`config.mk`:
```
export PLATFORM = sky130hd
export DESIGN_NAME = mv_seq_ctrl
export DESIGN_NICKNAME = d
export VERILOG_FILES = /design/src/rtl/mv_seq_ctrl.sv
export SDC_FILE = /design/constraint.sdc
export NUM_CORES = 2
export LEC_CHECK = 0
export ABC_AREA = 1
export CORE_UTILIZATION = 55
export CTS_BUF_LIST = sky130_fd_sc_hd__clkbuf_16
export DETAILED_ROUTE_END_ITERATION = 6
export GPL_ROUTABILITY_DRIVEN = 0
export PLACE_DENSITY = 0.79
export RECOVER_POWER = 100
export SYNTH_ARGS = -nofsm -noshare
export SYNTH_HDL_FRONTEND = slang
export SYNTH_SLANG_ARGS = --single-unit
```
`constraint.sdc`:
```
create_clock -name clk -period 17.52 [get_ports clk]
set_clock_uncertainty 0.2 [all_clocks]
set_input_delay 4.38 -clock clk [delete_from_list [all_inputs] [get_ports clk]]
set_output_delay 4.38 -clock clk [all_outputs]
set_load 0.1 [all_outputs]
```
`src/rtl/mv_seq_ctrl.sv`:
```
// mv_seq_ctrl: command sequencer for the matrix-vector systolic array.
// Loads operands, steps fetch/compute/drain, and streams results back.
module mv_seq_ctrl #(
  parameter int WORD_SIZE = 16,
  parameter int ADDR_SIZE = 13,
  parameter int PE_NUMBER = 64,
  parameter int DIM_W     = 6,
  parameter logic [ADDR_SIZE-1:0] VEC_BASE  = 13'h0000,
  parameter logic [ADDR_SIZE-1:0] MAT_BASE  = 13'h0040,
  parameter logic [ADDR_SIZE-1:0] RES_BASE  = 13'h1040,
  parameter logic [ADDR_SIZE-1:0] ZERO_ADDR = 13'h1fff
) (
  input  logic                           clk,
  input  logic                           rst_n,
  input  logic                           cmd_valid,
  input  logic [WORD_SIZE-1:0]           cmd_data,
  output logic                           w_en,
  output logic [ADDR_SIZE-1:0]           w_addr,
  output logic [WORD_SIZE-1:0]           w_data,
  output logic                           rd_en,
  output logic [ADDR_SIZE-1:0]           rd_addr,
  input  logic [WORD_SIZE-1:0]           rd_data,
  output logic [ADDR_SIZE-1:0]           vec_rd_addr,
  output logic [PE_NUMBER*ADDR_SIZE-1:0] mat_rd_addr,
  output logic                           arr_reset,
  output logic                           arr_read,
  input  logic [WORD_SIZE-1:0]           res_data,
  output logic                           resp_valid,
  output logic [WORD_SIZE-1:0]           resp_data,
  output logic                           busy,
  output logic                           done,
  output logic                           err
);

  typedef enum logic [2:0] {
    IDLE, LOAD_VEC, LOAD_MAT, FETCH,
    CAL, DRAIN, READ, DONE
  } state_t;

  localparam logic [3:0] OP_DIM = 4'd2;
  localparam logic [3:0] OP_CAL = 4'd3;
  localparam logic [3:0] OP_VEC = 4'd4;
  localparam logic [3:0] OP_MAT = 4'd5;
  localparam logic [3:0] OP_RD  = 4'd6;

  localparam logic [DIM_W:0]     DIM_ONE  = 1;
  localparam logic [ADDR_SIZE-1:0] A_ONE  = 1;
  localparam logic [ADDR_SIZE-1:0] A_TWO  = 2;

  state_t                 state;
  logic [DIM_W:0]         rows;
  logic [DIM_W:0]         cols;
  logic [ADDR_SIZE-1:0]   cnt;
  logic [ADDR_SIZE-1:0]   mat_q [PE_NUMBER];

  logic [3:0]             op;
  logic [ADDR_SIZE-1:0]   rows_a;
  logic [ADDR_SIZE-1:0]   cols_a;
  logic [ADDR_SIZE-1:0]   rows_last;
  logic [ADDR_SIZE-1:0]   cols_last;
  logic [ADDR_SIZE-1:0]   mat_last;
  logic [ADDR_SIZE-1:0]   cal_last;
  logic                   no_cmd;

  assign op        = cmd_data[WORD_SIZE-1 -: 4];
  assign rows_a    = ADDR_SIZE'(rows);
  assign cols_a    = ADDR_SIZE'(cols);
  assign rows_last = rows_a - A_ONE;
  assign cols_last = cols_a - A_ONE;
  assign mat_last  = rows_a * cols_a - A_ONE;
  assign cal_last  = rows_a + cols_a - A_TWO;

  // states in which an incoming word is a protocol error
  assign no_cmd = (state == FETCH) || (state == CAL) ||
                  (state == DRAIN) || (state == DONE) ||
                  (state == READ);

  for (genvar g = 0; g < PE_NUMBER; g++) begin : g_pe
    assign mat_rd_addr[g*ADDR_SIZE +: ADDR_SIZE] = mat_q[g];
  end

  // sequencer: state, counters and all registered outputs
  always_ff @(posedge clk or negedge rst_n) begin
    if (!rst_n) begin
      state       <= IDLE;
      rows        <= DIM_ONE;
      cols        <= DIM_ONE;
      cnt         <= '0;
      w_en        <= 1'b0;
      w_addr      <= '0;
      w_data      <= '0;
      rd_en       <= 1'b0;
      rd_addr     <= '0;
      vec_rd_addr <= ZERO_ADDR;
      arr_reset   <= 1'b1;
      arr_read    <= 1'b0;
      resp_valid  <= 1'b0;
      resp_data   <= '0;
      busy        <= 1'b0;
      done        <= 1'b0;
      err         <= 1'b0;
      for (int i = 0; i < PE_NUMBER; i++)
        mat_q[i] <= ZERO_ADDR;
    end else begin
      w_en       <= 1'b0;
      done       <= 1'b0;
      resp_valid <= 1'b0;
      if (cmd_valid && no_cmd)
        err <= 1'b1;
      case (state)
        IDLE: begin
          if (cmd_valid) begin
            unique case (1'b1)
              (op == OP_DIM): begin
                rows <= {1'b0, cmd_data[2*DIM_W-1 -: DIM_W]}
                        + DIM_ONE;
                cols <= {1'b0, cmd_data[DIM_W-1:0]} + DIM_ONE;
                err  <= 1'b0;
              end
              (op == OP_CAL): begin
                state       <= FETCH;
                busy        <= 1'b1;
                arr_reset   <= 1'b0;
                cnt         <= '0;
                vec_rd_addr <= VEC_BASE;
                for (int i = 0; i < PE_NUMBER; i++)
                  mat_q[i] <= (ADDR_SIZE'(i) < cols_a) ?
                    MAT_BASE + ADDR_SIZE'(i) * rows_a :
                    ZERO_ADDR;
              end
              (op == OP_VEC): begin
                state <= LOAD_VEC;
                busy  <= 1'b1;
                cnt   <= '0;
              end
              (op == OP_MAT): begin
                state <= LOAD_MAT;
                busy  <= 1'b1;
                cnt   <= '0;
              end
              (op == OP_RD): begin
                state   <= READ;
                busy    <= 1'b1;
                rd_en   <= 1'b1;
                rd_addr <= RES_BASE;
                cnt     <= '0;
              end
              default: ;
            endcase
          end
        end
        LOAD_VEC: begin
          if (cmd_valid) begin
            w_en   <= 1'b1;
            w_addr <= VEC_BASE + cnt;
            w_data <= cmd_data;
            cnt    <= cnt + A_ONE;
            if (cnt == rows_last) begin
              state <= IDLE;
              busy  <= 1'b0;
            end
          end
        end
        LOAD_MAT: begin
          if (cmd_valid) begin
            w_en   <= 1'b1;
            w_addr <= MAT_BASE + cnt;
            w_data <= cmd_data;
            cnt    <= cnt + A_ONE;
            if (cnt == mat_last) begin
              state <= IDLE;
              busy  <= 1'b0;
            end
          end
        end
        FETCH: begin
          if (cnt == rows_last) begin
            state       <= CAL;
            cnt         <= '0;
            vec_rd_addr <= ZERO_ADDR;
            for (int i = 0; i < PE_NUMBER; i++)
              mat_q[i] <= ZERO_ADDR;
          end else begin
            cnt         <= cnt + A_ONE;
            vec_rd_addr <= vec_rd_addr + A_ONE;
            for (int i = 0; i < PE_NUMBER; i++)
              if (ADDR_SIZE'(i) < cols_a)
                mat_q[i] <= mat_q[i] + A_ONE;
          end
        end
        CAL: begin
          if (cnt == cal_last) begin
            state    <= DRAIN;
            cnt      <= '0;
            arr_read <= 1'b1;
          end else begin
            cnt <= cnt + A_ONE;
          end
        end
        DRAIN: begin
          // extra cycle after the shift-out lets the last write land
          if (arr_read) begin
            w_en   <= 1'b1;
            w_addr <= RES_BASE + cnt;
            w_data <= res_data;
            cnt    <= cnt + A_ONE;
            if (cnt == cols_last)
              arr_read <= 1'b0;
          end else begin
            state <= DONE;
            done  <= 1'b1;
          end
        end
        DONE: begin
          state     <= IDLE;
          busy      <= 1'b0;
          arr_reset <= 1'b1;
        end
        READ: begin
          resp_valid <= rd_en;
          if (rd_en) begin
            resp_data <= rd_data;
            if (cnt == cols_last) begin
              rd_en <= 1'b0;
            end else begin
              cnt     <= cnt + A_ONE;
              rd_addr <= rd_addr + A_ONE;
            end
          end else begin
            state <= IDLE;
            busy  <= 1'b0;
          end
        end
        default: state <= IDLE;
      endcase
    end
  end

endmodule

```
==> summary.md <==
| Metric | Value |
|---|---|
| Commonest non-fill, non-tap cell in the layout | `nand2_1` |
| Core Footprint | `146000 um2` |
| CTS sink count | `941` |
| Reg-to-reg critical path endpoint | `mat_rd_addr[521]` |
| Cell mode on critical path | `nand2_1` |
| Final Util | `65.3%` |
| Row cnt | `140` |
| F_max | `77.1 MHz` |
| CP max FO | `224` |
| Drt initial violations | `9677` |
| Most frequent cells in the layout | `nand2_1 (2001), inv_1 (1352), o21ai_0 (1063)` |
| CP Launch Type | `register` |
| H-Tree Level Count | `3` |
| Critical-path top delay cell | `nand2_1` |
| DP Wirelength | `247 mm` |
| Tcrit/Tclk final | `74.0%` |
| Setup slack after layout | `4.56 ns` |
| R2r worst-path depth | `17` |
| Slew @ Worst Pin | `4.38 ns` |
| Final slew viol count | `738` |
| Drt total wl | `329 mm` |
| Bufs on Longest Clock Path | `3` |
| Routed wl met2 | `141 mm` |
| Area of the die | `149000 um2` |
| Ys async rst share | `100%` |
| Cell variety after synth | `58` |
| Setup Buffers After CTS | `0` |
| CP Class | `reg -> reg` |
| Dpl ws | `8.46 ns` |
| CTS buffer count | `107` |
| TritonRoute pass-1 iters | `7` |
| Die Ht | `386 um` |
| Mapped Cells | `10300` |
| Worst-path clk slew | `0.06 ns` |
| Largest net degree at the start of global routing | `225` |
| I/O pin cnt | `962` |
| EDFF count, synth | `0` |
| Clock latency on the worst-skew pair | `0.79 ns` |
| Flops & latches, synth | `941` |
| Post-synth top flop | `dfstp_2` |
| CTS resizes | `0` |
| Cell Chain, Critical Path | `inv_1, ha_1, inv_1, nand2_1, nand2_1, nor2_1, nand3_1, nor2_1, nand4_4, nand2_1, buf_4, buf_4, buf_12, o21ai_1, inv_1, nand2_1, o21ai_0` |
| M1 wire length | `118 mm` |
| Design Area, Final | `95400 um2` |
| Outcome | `finished, violations left` |
| Final setup viols | `0` |
| Antenna violations before repair | `23` |
| CP Capture Type | `register` |
| Max stage delay on crit path | `3.01 ns` |
| Post-route DRC | `12` |
| Failing checks | `design-rule violations, max-capacitance violations, max-slew violations` |
| Data required time of the worst path | `18.01 ns` |
| Slew Limit Headroom | `-192%` |
| Nets | `12100` |
| Syn Std Cell Area | `81100 um2` |
| Detail Route Antenna Nets | `0` |
| Hold wc startpoint | `resp_data[12]` |
| Die Wd | `386 um` |
| # port buffers | `961` |
| Min cycle time layout | `12.96 ns` |
| Final Hold Fails | `0` |
| Hold depth | `2` |
| Synth Warn # | `0` |
| Hold_buf cts | `0` |
| Global-route wire length before repair | `484 mm` |
| Top sig layer | `met5` |
| Layout area overhead | `17.7%` |
| Max-Cap Viols | `34` |
| R2R Setup Slk | `4.56 ns` |
| Hold endpoint | `resp_data[12]` |
| Syn nets | `11300` |
| GRT Util Overall | `43.1%` |
| CTS tree | `done` |
| Initial Util | `55.5%` |
| Area after DPL | `92200 um2` |
| Root buffer cell | `clkbuf_16` |
| Met3 WL post-DR | `41.5 mm` |
| Gr ovfl total | `0` |
| Mean Syn Cell Area | `7.88 um2` |
| Register area share after synthesis | `30.3%` |
| Vias in the first global route | `77300` |
| RSZ-0062 raised after global routing | `no` |
| Vias | `81400` |
| Post-DR wirelength/cell | `25.0 um` |
| Arr. time, crit path | `13.45 ns` |
| Layout cells sized above 1 | `10.2%` |
| Routed via count divided by cell count | `6.18` |
| Worst Hold Class | `reg -> reg` |
| RR Startpoint | `rows[1]` |
| Sum Neg Setup Slack | `0 ns` |
| Fill count | `12200` |
-- flip-flops by register name, summed over array words and instances, names as in the netlist --
| name | flops |
|---|---|
| cnt | 13 |
| cols | 7 |
| w_data | 16 |
| arr_read | 1 |
| resp_data | 16 |
| rd_addr | 13 |
| busy | 1 |
| err | 1 |
| mat_rd_addr | 832 |
| arr_reset | 1 |
| vec_rd_addr | 13 |
| w_en | 1 |
| w_addr | 13 |
| state | 3 |
| done | 1 |
| rows | 7 |
| resp_valid | 1 |
| rd_en | 1 |
-- critical path, delay by kind of cell, from the launching register on --
family                   cells  cell delay (ns)
buffers and inverters        6             4.08
AND/OR/NAND/NOR              8             4.37
flip-flops                   1             1.12
adder cells (fa/ha/maj)      1             1.64
AO/OA/AOI/OAI                2             0.86
-- metrics by stage --
stage	instances	hold WS (ns)
6_report	13200	0.267
3_3_place_gp	12900	0.257
3_5_place_dp	12900	0.258
4_1_cts	13100	0.272
5_1_grt	13100	0.290
2_1_floorplan	10300	0.292
-- final cells by class --
class                           instances  area (um2)  share of cell area (%)
Clock buffer                          107        2680                    2.81
Sequential cell                       941       24600                    25.8
Multi-Input combinational cell       7661       49600                    52.0
Tap cell                             1917        2400                    2.51
Antenna cell                           13        32.5                  0.0341
Timing Repair Buffer                 1057       10100                    10.6
Inverter                             1370        5150                    5.40
Clock inverter                         92         808                   0.847
-- routing by layer --
metal / vias up / global-route usage [%]
li1: 36100 / -
met1: 38800 / 52.2
met2: 5125 / 64.0
met3: 1246 / 13.9
met4: 12 / 32.0
met5: - / 0.130
-- Yosys cell counts (all sizes together) (107+ instances only) --
cell	count	area (um2)
a21oi	318	1590
nor2	616	2360
buf	198	1270
inv	1349	5060
xor2	730	6390
xnor2	186	1630
nand4	158	1000
o22ai	341	2130
nor3	140	701
nand2	2005	7550
o211ai	107	803
fa	265	5310
nand3	613	3070
o221ai	167	1460
ha	659	8250
dfstp	848	22300
clkbuf	125	472
o21ai	1105	5560
-- worst max path at each step --
stage                        to  slack (ns)          from  cells after the start
5_1_grt        mat_rd_addr[522]        4.36       rows[1]                     17
4_1_cts        mat_rd_addr[521]        9.14       rows[1]                     17
3_5_place_dp   mat_rd_addr[602]        8.46  cmd_data[15]                     11
3_3_place_gp   mat_rd_addr[220]        8.58  cmd_data[15]                     11
2_1_floorplan  mat_rd_addr[519]       10.96       rows[6]                     19
6_report       mat_rd_addr[521]        4.56       rows[1]                     17
-- logic make-up (layout without fill, tap and decap cells) --
logic type      Yosys count  count (layout)  synth area share (%)
xor+xnor                916             916                  9.89
simple gates           3636            3636                  19.0
compound gates         2185            2185                  15.6
fa+ha+maj               924             924                  16.7
other cells               0              13                     0
flops                   941             941                  30.3
buf+inv                1693            2626                  8.49
Power is not shown: default switching activity piles up to over one toggle a cycle in this logic, so the estimate is an artifact.
